File: src/rtl/hub75_panel_capture_if.sv
// Pixel-word stream from the HUB75 capture block.
// master drives the word and valid; slave returns ready.
interface hub75_panel_capture_if #(
  parameter int COL_ADDR_WIDTH = 6,
  parameter int ROW_ADDR_WIDTH = 4
);
  logic                      out_valid;
  logic                      out_ready;
  logic [ROW_ADDR_WIDTH-1:0] out_row;
  logic [COL_ADDR_WIDTH-1:0] out_column;
  logic [5:0]                out_rgb;
  logic                      out_last;

  modport master (
    output out_valid, out_row, out_column,
    output out_rgb, out_last,
    input  out_ready
  );

  modport slave (
    input  out_valid, out_row, out_column,
    input  out_rgb, out_last,
    output out_ready
  );
endinterface

File: src/rtl/hub75_panel_capture.sv
// HUB75 receive model: shift, latch, stream one row.
// Optional OE-lit counter: HUB75_CAPTURE_OE_STATS_EN.
module hub75_panel_capture #(
  parameter int PANEL_WIDTH    = 64,
  parameter int COL_ADDR_WIDTH = 6,
  parameter int ROW_ADDR_WIDTH = 4,
  parameter int OE_CNT_WIDTH   = 16
) (
  input  logic                      clk_in,
  input  logic                      reset,
  input  logic                      clk_pixel,
  input  logic                      row_latch,
  input  logic                      output_enable,
  input  logic [ROW_ADDR_WIDTH-1:0] row_address_active,
  input  logic [2:0]                rgb_top,
  input  logic [2:0]                rgb_bottom,
  hub75_panel_capture_if.master     out_if,
  output logic                      shift_length_error,
  output logic                      overrun,
  output logic [OE_CNT_WIDTH-1:0]   oe_cycles
);
  localparam int CW = COL_ADDR_WIDTH + 1;
  localparam logic [CW-1:0] FULL =
    CW'(PANEL_WIDTH);
  localparam logic [COL_ADDR_WIDTH-1:0] LAST =
    COL_ADDR_WIDTH'(PANEL_WIDTH - 1);

  typedef enum logic {IDLE, STREAM} state_t;

  state_t r_state;
  state_t w_state_nxt;

  logic                      r_pix_q;
  logic                      r_lat_q;
  logic [CW-1:0]             r_shift_cnt;
  logic                      r_excess;
  logic [5:0]                r_shift_buf [PANEL_WIDTH];
  logic [5:0]                r_row_buf [PANEL_WIDTH];
  logic [COL_ADDR_WIDTH-1:0] r_idx;
  logic [COL_ADDR_WIDTH-1:0] w_idx_nxt;
  logic [ROW_ADDR_WIDTH-1:0] r_out_row;
  logic                      r_sle;
  logic                      r_overrun;

  logic                      w_pix_rise;
  logic                      w_lat_rise;
  logic                      w_pix_wr;
  logic                      w_len_bad;
  logic                      w_stream;
  logic                      w_hs;
  logic [5:0]                w_pixel;
  logic [COL_ADDR_WIDTH-1:0] w_wr_addr;

  assign w_pix_rise = clk_pixel & ~r_pix_q;
  assign w_lat_rise = row_latch & ~r_lat_q;
  assign w_pixel    = {rgb_top, rgb_bottom};
  assign w_pix_wr   = w_pix_rise && (r_shift_cnt < FULL);
  assign w_wr_addr  = r_shift_cnt[COL_ADDR_WIDTH-1:0];
  // A pixel arriving with the latch counts toward its row.
  assign w_len_bad  =
    ((r_shift_cnt + CW'(w_pix_wr)) != FULL) ||
    r_excess || (w_pix_rise && !w_pix_wr);
  assign w_stream   = (r_state == STREAM);
  assign w_hs       = w_stream && out_if.out_ready;

  // Edge-detect history of the panel level signals.
  always_ff @(posedge clk_in) begin
    if (reset) begin
      r_pix_q <= 1'b0;
      r_lat_q <= 1'b0;
    end else begin
      r_pix_q <= clk_pixel;
      r_lat_q <= row_latch;
    end
  end

  // Shift counter with saturation and excess tracking.
  always_ff @(posedge clk_in) begin
    if (reset) begin
      r_shift_cnt <= '0;
      r_excess    <= 1'b0;
    end else if (w_lat_rise) begin
      r_shift_cnt <= '0;
      r_excess    <= 1'b0;
    end else if (w_pix_rise) begin
      if (w_pix_wr)
        r_shift_cnt <= r_shift_cnt + CW'(1);
      else
        r_excess <= 1'b1;
    end
  end

  // Shift buffer and double-buffered row copy.
  always_ff @(posedge clk_in) begin
    if (w_pix_wr)
      r_shift_buf[w_wr_addr] <= w_pixel;
    if (w_lat_rise && !w_stream) begin
      for (int i = 0; i < PANEL_WIDTH; i++)
        r_row_buf[i] <= r_shift_buf[i];
      if (w_pix_wr)
        r_row_buf[w_wr_addr] <= w_pixel;
    end
  end

  // Latch bookkeeping: row address and sticky flags.
  always_ff @(posedge clk_in) begin
    if (reset) begin
      r_out_row <= '0;
      r_sle     <= 1'b0;
      r_overrun <= 1'b0;
    end else if (w_lat_rise) begin
      if (w_len_bad)
        r_sle <= 1'b1;
      if (w_stream)
        r_overrun <= 1'b1;
      else
        r_out_row <= row_address_active;
    end
  end

`ifdef HUB75_CAPTURE_OE_STATS_EN
  logic [OE_CNT_WIDTH-1:0] r_oe_cnt;
  logic [OE_CNT_WIDTH-1:0] r_oe_cycles;

  // Lit-cycle counter since the last latch, saturating.
  always_ff @(posedge clk_in) begin
    if (reset)
      r_oe_cnt <= '0;
    else if (w_lat_rise)
      r_oe_cnt <= '0;
    else if (output_enable && !(&r_oe_cnt))
      r_oe_cnt <= r_oe_cnt + OE_CNT_WIDTH'(1);
  end

  // Snapshot of the counter for each accepted row.
  always_ff @(posedge clk_in) begin
    if (reset)
      r_oe_cycles <= '0;
    else if (w_lat_rise && !w_stream)
      r_oe_cycles <= r_oe_cnt;
  end

  assign oe_cycles = r_oe_cycles;
`else
  logic w_unused_oe;
  assign w_unused_oe = output_enable;
  assign oe_cycles   = '0;
`endif

  // Stream FSM state and word index.
  always_ff @(posedge clk_in) begin
    if (reset) begin
      r_state <= IDLE;
      r_idx   <= '0;
    end else begin
      r_state <= w_state_nxt;
      r_idx   <= w_idx_nxt;
    end
  end

  // Next state: start on a latch, leave after the last word.
  always_comb begin
    w_state_nxt = r_state;
    w_idx_nxt   = r_idx;
    unique case (r_state)
      IDLE: begin
        if (w_lat_rise) begin
          w_state_nxt = STREAM;
          w_idx_nxt   = '0;
        end
      end
      STREAM: begin
        if (w_hs) begin
          w_idx_nxt = r_idx + COL_ADDR_WIDTH'(1);
          if (r_idx == LAST)
            w_state_nxt = IDLE;
        end
      end
      default: w_state_nxt = IDLE;
    endcase
  end

  assign out_if.out_valid  = w_stream;
  assign out_if.out_row    = r_out_row;
  assign out_if.out_column =
    w_stream ? (LAST - r_idx) : '0;
  assign out_if.out_rgb    =
    w_stream ? r_row_buf[r_idx] : '0;
  assign out_if.out_last   =
    w_stream && (r_idx == LAST);

  assign shift_length_error = r_sle;
  assign overrun            = r_overrun;
endmodule

File: src/flat_wrapper.sv
// flat-port wrapper written by rule: the top's interface ports become plain ports
module hub75_panel_capture_flat 
#(
  parameter int PANEL_WIDTH    = 64,
  parameter int COL_ADDR_WIDTH = 6,
  parameter int ROW_ADDR_WIDTH = 4,
  parameter int OE_CNT_WIDTH   = 16
)
  (clk_in, reset, clk_pixel, row_latch, output_enable, row_address_active, rgb_top, rgb_bottom, shift_length_error, overrun, oe_cycles, out_if_out_valid, out_if_out_row, out_if_out_column, out_if_out_rgb, out_if_out_last, out_if_out_ready);
  hub75_panel_capture_if #(.COL_ADDR_WIDTH(COL_ADDR_WIDTH), .ROW_ADDR_WIDTH(ROW_ADDR_WIDTH)) out_if_i ();
  input  logic clk_in;
  input  logic reset;
  input  logic clk_pixel;
  input  logic row_latch;
  input  logic output_enable;
  input  logic [ROW_ADDR_WIDTH-1:0] row_address_active;
  input  logic [2:0] rgb_top;
  input  logic [2:0] rgb_bottom;
  output logic shift_length_error;
  output logic overrun;
  output logic [OE_CNT_WIDTH-1:0] oe_cycles;
  output wire logic [$bits(out_if_i.out_valid)-1:0] out_if_out_valid;
  output wire logic [$bits(out_if_i.out_row)-1:0] out_if_out_row;
  output wire logic [$bits(out_if_i.out_column)-1:0] out_if_out_column;
  output wire logic [$bits(out_if_i.out_rgb)-1:0] out_if_out_rgb;
  output wire logic [$bits(out_if_i.out_last)-1:0] out_if_out_last;
  input wire logic [$bits(out_if_i.out_ready)-1:0] out_if_out_ready;
  assign out_if_out_valid = out_if_i.out_valid;
  assign out_if_out_row = out_if_i.out_row;
  assign out_if_out_column = out_if_i.out_column;
  assign out_if_out_rgb = out_if_i.out_rgb;
  assign out_if_out_last = out_if_i.out_last;
  assign out_if_i.out_ready = out_if_out_ready;
  hub75_panel_capture #(.PANEL_WIDTH(PANEL_WIDTH), .COL_ADDR_WIDTH(COL_ADDR_WIDTH), .ROW_ADDR_WIDTH(ROW_ADDR_WIDTH), .OE_CNT_WIDTH(OE_CNT_WIDTH)) u_core (.clk_in(clk_in), .reset(reset), .clk_pixel(clk_pixel), .row_latch(row_latch), .output_enable(output_enable), .row_address_active(row_address_active), .rgb_top(rgb_top), .rgb_bottom(rgb_bottom), .out_if(out_if_i), .shift_length_error(shift_length_error), .overrun(overrun), .oe_cycles(oe_cycles));
endmodule
File: config.mk
export PLATFORM = sky130hd
export DESIGN_NAME = hub75_panel_capture_flat
export DESIGN_NICKNAME = d
export VERILOG_FILES = /design/src/rtl/hub75_panel_capture_if.sv /design/src/rtl/hub75_panel_capture.sv /design/src/flat_wrapper.sv
export SDC_FILE = /design/constraint.sdc
export NUM_CORES = 1
export LEC_CHECK = 0
export CELL_PAD_IN_SITES_DETAIL_PLACEMENT = 0
export CELL_PAD_IN_SITES_GLOBAL_PLACEMENT = 2
export CORE_MARGIN = 4
export CORE_UTILIZATION = 48
export CTS_CLUSTER_DIAMETER = 120
export DETAILED_ROUTE_END_ITERATION = 8
export HOLD_SLACK_MARGIN = 0.05
export PLACE_DENSITY = 0.85
export REMOVE_ABC_BUFFERS = 1
export SYNTH_ARGS = -nofsm -noshare
export SYNTH_HDL_FRONTEND = slang
export SYNTH_SLANG_ARGS = --single-unit
File: constraint.sdc
create_clock -name clk_in -period 4.7 [get_ports clk_in]
set_input_delay 1.41 -clock clk_in [delete_from_list [all_inputs] [get_ports clk_in]]
set_output_delay 1.41 -clock clk_in [all_outputs]
set_load 0.1 [all_outputs]
==> metrics.yaml, run 1 <==
yosys:
  syn_area_per_cell_um2: 18.0
  ys_warn_count: 0
  synth-adder-area-share: 0.00151
  synthTopCellsByCount: "edfxtp_1 (768), mux2_2 (363), nor2_1 (99)"
  synth_mux_area_frac: 0.202
  ys_seq_elements: 797
  yosysTopAreaCellShare: 0.696
  synthMostInstantiatedCell: "edfxtp_1"
  postSynthCellCount: 1844
  synth_xor_area_frac: 0.00106
  ys_seq_area_frac: 0.713
  synth_top_family_by_area: "multiplexers"
  synth_edf_count: 768
  synthArstFlopShare: 0
  synth_area_leader_cell: "edfxtp_1"
  synth-simple-area-share: 0.0407
  synthFlopType: "edfxtp_1"
  ys_types: 57
  synth-compound-area-share: 0.0165
  syn_area_um2: 33100
  synth_area_leaders: "edfxtp_1 (70%), mux2_2 (12%), mux4_2 (6.5%)"
routing:
  vias_per_cell: 5.84
  drt_first_pass_iters: 6
  ant_nets: 0
  dr_total_vias: 16826
  drt_iter0_drc: 1674
  drt_wl_total_um: 75700
  wl_per_cell_um: 26.3
  drc: 0
timing:
  maxSlewViolCount: 0
  layout_setup_ws_ps: 24.4
  hold_viol_final: 0
  slew_headroom: 0.345
  finalSetupViolations: 0
  clock_skew_ps: 36.5
  fmax_mhz: 214
  tightest_slew_ps: 979
  rsz0062_at_grt: "false"
  post-route-period-util: 0.995
  period_minus_slack_ps: 4680
floorplan:
  design.die.area_um2: 73300
  fp.coreArea_um2: 68500
  die_x_um: 271
  die_h_um: 271
  rows: 96
  ios: 52
  start_util: 0.484
pwr:
  leakage_uw: 0.0127
  power_frac_seq: 0.526
  clkPwrFrac: 0.426
  pwr-share-comb: 0.048
  powerDensity_nw_per_um2: 404
  p_switching_uw: 3260
  swShare: 0.214
  p_int_uw: 12000
  vdd.ir_drop.worst_uv: 290
setup_path:
  worstPathMaxFanout: 25
  r2r_start: "u_core.r_shift_cnt[5]"
  crit_top_cell: "buf_12"
  cp_data_arrival_time_ps: 3270
  ff2ff_path_depth: 4
  endpoint: "out_if_out_rgb[5]"
  worstPathCellList: "buf_12 -> mux4_2 -> a22oi_1 -> a21oi_1 -> o21bai_1 -> o221ai_2 -> buf_12"
  reg2reg_slack_ps: 1720
  r2r_end: "u_core.r_row_buf[62][1]"
  startpoint_type: "flip-flop"
  cpMaxStageDelayCell: "mux4_2"
  cp-end-kind: "output port"
  critPathKind: "reg2out"
  crit_path_max_incr_delay_ps: 570
  required_ps: 3290
final_layout:
  num-nets-final: 1953
  diodes: 0
  area_growth_pct: 13.7
  layout-drive-gt1-share: 0.369
  final_area_um2: 37700
  fillers: 5243
clock_network:
  clk_latency_ps: 640
  clockBufferDepth: 3
  cts_hold_buffers: 0
  ctsRootBufferMaster: "clkbuf_16"
  cts.sinks: 797
  cts_made_buffers: 82
  clk_pin_slew_worst_paths_ps: 60
  tritoncts: "yes"
  h-tree-depth: 3
global_routing:
  antenna_found_initial: 1
  gr-total-overflow: 0
  grt_use_total: 0.206
  grt_max_degree: 77
  grt_pass1_vias: 16961
  grt_pass1_wl_um: 113000
placed_design:
  portBuffers: 34
  pre_cts_ws_ps: 260
  placed_area_um2: 34800
  dp_hpwl_um: 48400
  gp_congestion: 0.863
flow_run:
  cap_violations: 0
min_path:
  hold_path_class: "reg2reg"
outcome:
  outcome: "finished, final reports clean"
==> cells in the final DEF (no fill, tap or decap), types with 4 or more instances in the layout <==
master / count
or3_1: 7
nor3_2: 14
dfxtp_1: 25
clkinv_1: 15
nor2b_1: 17
nand2_1: 70
mux2_4: 14
mux2i_1: 10
a21oi_1: 28
inv_1: 67
clkbuf_8: 7
conb_1: 16
nand2_4: 9
nor2_1: 99
edfxtp_1: 768
ha_1: 4
a31oi_1: 5
mux2_2: 363
clkbuf_1: 11
o21ai_0: 6
or2_2: 4
a22oi_1: 19
nand3b_1: 5
nor3_1: 11
clkdlybuf4s50_1: 21
buf_4: 75
nand3_1: 10
clkinv_2: 21
buf_12: 17
mux4_2: 96
o22ai_1: 5
bufinv_16: 7
mux2_1: 11
clkbuf_16: 86
==> layout make-up <==
cell class                      count  area (µm²)  area share
Clock buffer                      104        2290      0.0607
Clock inverter                     47         408      0.0108
Inverter                           68         256     0.00680
Multi-Input combinational cell    867        8770       0.233
Sequential cell                   797       23700       0.628
Tap cell                          882        1100      0.0293
Timing Repair Buffer              117        1210      0.0322
==> per-layer routing <==
layer	vias up	GRT usage	wire, µm
met5	-	0	0
met4	0	0.0600	1990
met2	620	0.320	35300
met3	138	0.0403	5550
met1	8729	0.299	32900
li1	7339	-	-
==> logic make-up after synthesis <==
group,after synthesis
AND/OR/NAND/NOR,264
XOR/XNOR,4
multiplexers,495
AO/OA/AOI/OAI,84
flip-flops,797
adder cells (fa/ha/maj),4
other,1
buffers and inverters,195
==> flip-flops by register name, indices dropped and copies added, names as in the netlist, named ones only <==
register                   cells
u_core.r_row_buf             384
u_core.r_shift_buf           384
u_core.r_shift_cnt             7
u_core.r_idx                   6
u_core.out_if.out_row          4
u_core.out_if.out_valid        1
u_core.overrun                 1
u_core.r_excess                1
u_core.r_lat_q                 1
u_core.r_pix_q                 1
u_core.shift_length_error      1
==> worst max-delay path, delay by kind of cell (launching register included) <==
kind / cells / cell delay (ps)
compound gates: 4 / 1140
flops: 1 / 420
buf+inv: 2 / 480
mux: 1 / 570
==> worst min-delay path by stage <==
stage                              from                  endpoint  slack, ps  cells after the start
3_5_place_dp   u_core.out_if.out_row[3]  u_core.out_if.out_row[3]        460                      2
4_1_cts        u_core.out_if.out_row[3]  u_core.out_if.out_row[3]        470                      2
6_report       u_core.out_if.out_row[3]  u_core.out_if.out_row[3]        460                      2
2_1_floorplan           u_core.r_excess           u_core.r_excess        430                      2
5_1_grt        u_core.out_if.out_row[0]  u_core.out_if.out_row[0]        480                      2
3_3_place_gp   u_core.out_if.out_row[3]  u_core.out_if.out_row[3]        450                      2
==> power by group through the flow <==
stage / clock, µW / sequential [µW] / combinational [µW]
global placement: 0 / 8160 / 705
global route: 6910 / 8010 / 774
finish: 6480 / 8000 / 732
floorplan: 0 / 8160 / 358
CTS: 6580 / 8010 / 731
detailed placement: 0 / 8160 / 719
==> through the flow <==
stage               total power, µW  instances  setup TNS [ps]   util  hold slack (ps)
detailed placement             8880       2723               0  0.509              458
global route                  15700       2882               0  0.551              482
finish                        15200       2882               0  0.551              462
global placement               8860       2723               0  0.509              450
floorplan                      8520       1732          -41570      -              430
CTS                           15300       2878               0  0.550              466
==> timing repair <==
action / CTS / global route
buffers inserted: 3 / 4
endpoints found under the hold margin: 0 / 0
endpoints found under the setup margin: 6 / 3
cloned: 1 / 0
resized for setup: 8 / 2
Note: power is estimated with default switching activity, not from simulation.
==> inputs of run 2 (changes only) <==
--- a/config.mk
+++ b/config.mk
@@ -5,7 +5,7 @@
 export SDC_FILE = /design/constraint.sdc
 export NUM_CORES = 1
 export LEC_CHECK = 0
-export CELL_PAD_IN_SITES_DETAIL_PLACEMENT = 0
+export CELL_PAD_IN_SITES_DETAIL_PLACEMENT = 2
 export CELL_PAD_IN_SITES_GLOBAL_PLACEMENT = 2
 export CORE_MARGIN = 4
 export CORE_UTILIZATION = 48
==> constraint.sdc (replaced) <==
create_clock -name clk_in -period 4.7 [get_ports clk_in]
set_input_delay 0.94 -clock clk_in [delete_from_list [all_inputs] [get_ports clk_in]]
set_output_delay 0.94 -clock clk_in [all_outputs]
set_load 0.1 [all_outputs]
==> run 2 against run 1 <==
  * Sequential power increased by 0.6%
  * Combinational power increased by 6.1%
  * Critical path depth unchanged
  * Register-to-register slack got worse by 400 ps
  * Maximum frequency increased by 0.57%
  * Global-route usage increased by 9.6 points
  * Final cell count decreased by 0.69%
  * First-iteration DRC count increased by 37%
  * Routed wire length increased by 47%
==> metrics.yaml, run 2 (synthesis gave the netlist of run 1 again) <==
timing:
  tightest_slew_ps: 984
  finalSetupViolations: 0
  maxSlewViolCount: 0
  layout_setup_ws_ps: 50.7
  post-route-period-util: 0.989
  clock_skew_ps: 31.2
  period_minus_slack_ps: 4650
  setup_tns_ps: 0
  fmax_mhz: 215
  slew_headroom: 0.342
  rsz0062_at_grt: "false"
  hold_viol_final: 0
final_layout:
  final_area_um2: 37400
  diodes: 0
  fillers: 5748
  multi_input_area_um2: 8740
  area_growth_pct: 12.8
  largestRegisters: "u_core.r_row_buf: 384 flops, u_core.r_shift_buf: 384 flops, u_core.r_shift_cnt: 7 flops"
  layout-drive-gt1-share: 0.358
  num-nets-final: 1937
  post-route-util: 0.546
  layout_commonest_cell: "edfxtp_1"
  seqCellArea_um2: 23700
  final_cell_mix: "edfxtp_1 (768), mux2_2 (363), nor2_1 (99)"
routing:
  ant_nets: 0
  drt_iter0_drc: 2300
  wl_per_cell_um: 38.8
  vias_per_cell: 6.45
  drt_first_pass_iters: 7
  drc: 0
  dr_total_vias: 18458
  drt_wl_total_um: 111000
floorplan:
  start_util: 0.484
  die_h_um: 271
  rows: 96
  die_x_um: 271
  ios: 52
  design.die.area_um2: 73300
  fp.coreArea_um2: 68500
placed_design:
  pre_cts_ws_ps: 458
  placed_area_um2: 34700
  dp_hpwl_um: 65400
  gp_congestion: 0.831
  portBuffers: 34
clock_network:
  cts.sinks: 797
  clk_pin_slew_worst_paths_ps: 60
  cts_hold_buffers: 0
  post_cts_resized: 0
  cts_made_buffers: 85
  clockBufferDepth: 3
  clk_latency_ps: 640
  tritoncts: "yes"
  h-tree-depth: 3
  ctsRootBufferMaster: "clkbuf_16"
pwr:
  powerDensity_nw_per_um2: 419
  leakage_uw: 0.0125
  power.total_uw: 15700
  vdd.ir_drop.worst_uv: 263
global_routing:
  grt_pass1_vias: 19912
  antenna_found_initial: 2
  gr-total-overflow: 0
  grt_max_degree: 129
  grt_use_total: 0.302
  grt_pass1_wl_um: 159000
setup_path:
  startpoint_type: "flip-flop"
  cpMaxStageDelayCell: "dfxtp_4"
  worstPathMaxFanout: 24
  crit_path_max_incr_delay_ps: 650
  required_ps: 3760
  cp-end-kind: "output port"
  critPathKind: "reg2out"
  worstPathCellList: "buf_4 -> mux4_2 -> mux2i_1 -> a21oi_1 -> a22oi_1 -> o21ai_0 -> buf_12"
  cp_data_arrival_time_ps: 3710
flow_run:
  cap_violations: 0
min_path:
  hold_path_class: "reg2reg"
outcome:
  outcome: "finished, final reports clean"
==> run 2: cell types whose count changed in the layout (fill, tap and decap cells not counted), moves of 3 or more <==
cell / delta
clkinv_1: -3
buf_12: -5
clkbuf_1: +4
buf_4: -12
==> run 2: worst paths after layout <==
| path | startpoint | end | slack, ps | cells past startpoint |
|---|---|---|---|---|
| worst max register to register | u_core.r_shift_cnt[2] | u_core.r_row_buf[39][2] | 1320 | 5 |
| worst min register to register | u_core.out_if.out_row[3] | u_core.out_if.out_row[3] | 470 | 2 |
| worst max-delay path | flip-flop | out_if_out_rgb[4] | 50 | 7 |
| worst min-delay path | u_core.out_if.out_row[3] | u_core.out_if.out_row[3] | 470 | 2 |
==> run 2: critical path, delay by kind of cell (launching register included) <==
kind                   cells  cell delay (ps)
buffers and inverters      2              700
flip-flops                 1              650
multiplexers               2              680
AO/OA/AOI/OAI              3              980
==> run 2: metal layers <==
metal,vias up,GRT usage,part of all wire
li1,7275,-,-
met1,9868,0.393,0.38
met2,1056,0.508,0.50
met3,259,0.0540,0.076
met4,0,0.119,0.044
met5,-,0,0
==> run 2: cell type report <==
class,instances,share of cell area
sequential,797,0.632
multi-input combinational,867,0.234
clock buffer,106,0.0606
tap,882,0.0295
timing repair buffer,98,0.0257
clock inverter,44,0.0113
inverter,68,0.00686
==> run 2: power by group <==
part           internal [µW]  total, µW  switching [µW]
combinational            170        777             607
sequential              7950       8050             101
clock                   3850       6830            2980
total                  12000      15700            3690
==> run 2: repair_timing <==
action	in CTS	in global routing
endpoints found under the hold margin	0	0
setup buffers	4	0
endpoints found under the setup margin	2	0
==> run 2: stage by stage <==
step | hold slack, ps | instances
after CTS | 473 | 2862
after detailed placement | 470 | 2708
after global routing | 499 | 2862
after floorplan | 430 | 1732
final | 474 | 2862
after global placement | 450 | 2708
==> inputs of run 3 (changes only) <==
==> constraint.sdc (replaced) <==
create_clock -name clk_in -period 4.3 [get_ports clk_in]
set_input_delay 0.86 -clock clk_in [delete_from_list [all_inputs] [get_ports clk_in]]
set_output_delay 0.86 -clock clk_in [all_outputs]
set_load 0.1 [all_outputs]
==> run 3 against run 2 <==
  * Critical path depth up 1
  * Global-route usage up 0.60 points
  * Sequential power up 9.2%
  * Clock power up 17%
==> metrics.yaml, run 3 (synthesis gave the netlist of run 1 again) <==
timing:
  post-route-period-util: 0.995
  slew_headroom: 0.168
  rsz0062_at_grt: "false"
  setup_tns_ps: 0
  finalSetupViolations: 0
  maxSlewViolCount: 0
  fmax_mhz: 234
  tightest_slew_ps: 1240
  clock_skew_ps: 46.1
  period_minus_slack_ps: 4280
  hold_viol_final: 0
  layout_setup_ws_ps: 23.5
routing:
  drt_first_pass_iters: 7
  vias_per_cell: 6.44
  ant_nets: 0
  drt_iter0_drc: 2457
  dr_total_vias: 18624
  wl_per_cell_um: 39.4
  drt_wl_total_um: 114000
  drc: 0
placed_design:
  dp_hpwl_um: 66400
  portBuffers: 34
  gp_congestion: 0.815
  dp_cells: 2730
  pre_cts_ws_ps: 268
setup_path:
  cp-end-kind: "output port"
  worstPathMaxFanout: 9
  startpoint_type: "flip-flop"
  required_ps: 3440
  cp_data_arrival_time_ps: 3420
  critPathKind: "reg2out"
clock_network:
  clk_pin_slew_worst_paths_ps: 60
  tritoncts: "yes"
  cts_made_buffers: 84
  ctsRootBufferMaster: "clkbuf_16"
  cts.sinks: 797
  clk_latency_ps: 660
  clockBufferDepth: 3
  h-tree-depth: 3
final_layout:
  diodes: 0
  layout-drive-gt1-share: 0.369
  post-route-util: 0.553
  instances_no_fill: 2894
  area_growth_pct: 14.2
  final_cell_mix: "edfxtp_1 (768), mux2_2 (363), nor2_1 (99)"
  layout_commonest_cell: "edfxtp_1"
  num-nets-final: 1963
  largestRegisters: "u_core.r_row_buf: 384 flops, u_core.r_shift_buf: 384 flops, u_core.r_shift_cnt: 7 flops"
floorplan:
  rows: 96
  die_h_um: 271
  die_x_um: 271
  start_util: 0.484
  design.die.area_um2: 73300
  fp.coreArea_um2: 68500
  ios: 52
global_routing:
  grt_max_degree: 129
  antenna_found_initial: 2
  grt_pass1_vias: 19951
  grt_pass1_wl_um: 161000
  grt_use_total: 0.308
  gr-total-overflow: 0
pwr:
  vdd.ir_drop.worst_uv: 389
  powerDensity_nw_per_um2: 466
  power.total_uw: 17600
  leakage_uw: 0.0128
outcome:
  outcome: "finished, final reports clean"
flow_run:
  cap_violations: 0
min_path:
  hold_path_class: "reg2reg"
run 3: cell types whose count changed in the layout (fill, tap and decap cells not counted), moves of 2 or more:
cell,change
bufinv_16,+6
buf_4,+24
clkinv_8,+2
clkinv_2,-4
buf_12,+3
clkinv_1,-2
clkbuf_1,+5
clkbuf_8,-4
clkbuf_16,+3
run 3: critical path: stages (launching register included):
cell	delay, ps
dfxtp_4	450
buf_4	180
buf_4	230
mux4_2	540
mux2i_1	390
nand2_1	110
o2111ai_1	230
o22ai_1	370
buf_12	270
run 3: cell type report:
| class | instances | area, µm² |
|---|---|---|
| Inverter | 68 | 256 |
| Tap cell | 882 | 1100 |
| Timing Repair Buffer | 125 | 1200 |
| Fill cell | 5795 | 30600 |
| Clock inverter | 46 | 607 |
| Clock buffer | 109 | 2280 |
| Sequential cell | 797 | 23700 |
| Multi-Input combinational cell | 867 | 8770 |
run 3: routing by layer:
layer	global-route usage	vias up	wire length (µm)
li1	-	7322	-
met1	0.412	10082	45600
met2	0.511	978	56000
met3	0.0490	238	7360
met4	0.120	4	5090
met5	0	-	33
run 3: through the flow:
stage          hold WS (ps)  cell area [µm²]
2_1_floorplan           430            32600
3_3_place_gp            448            34800
3_5_place_dp            487            34800
4_1_cts                 496            37800
5_1_grt                 530            37900
6_report                493            37900
run 3: final timing paths:
check,cells past startpoint,slack [ps],to,start
max,8,20,out_if_out_rgb[1],flip-flop
min,2,490,u_core.out_if.out_row[2],u_core.out_if.out_row[2]
max reg2reg,5,740,u_core.r_row_buf[21][0],u_core.r_shift_cnt[2]
min reg2reg,2,490,u_core.out_if.out_row[2],u_core.out_if.out_row[2]
run 3: timing repair:
action	in CTS	in global routing
gates resized for setup	2	4
pin swaps	0	0
endpoints found under the setup margin	6	4
hold buffers	0	0
buffers inserted	8	1
run 3: power by group:
group          leakage [µW]  internal (µW)  switching (µW)
clock               0.00141           4600            3370
combinational       0.00402            194             681
sequential          0.00732           8680             105
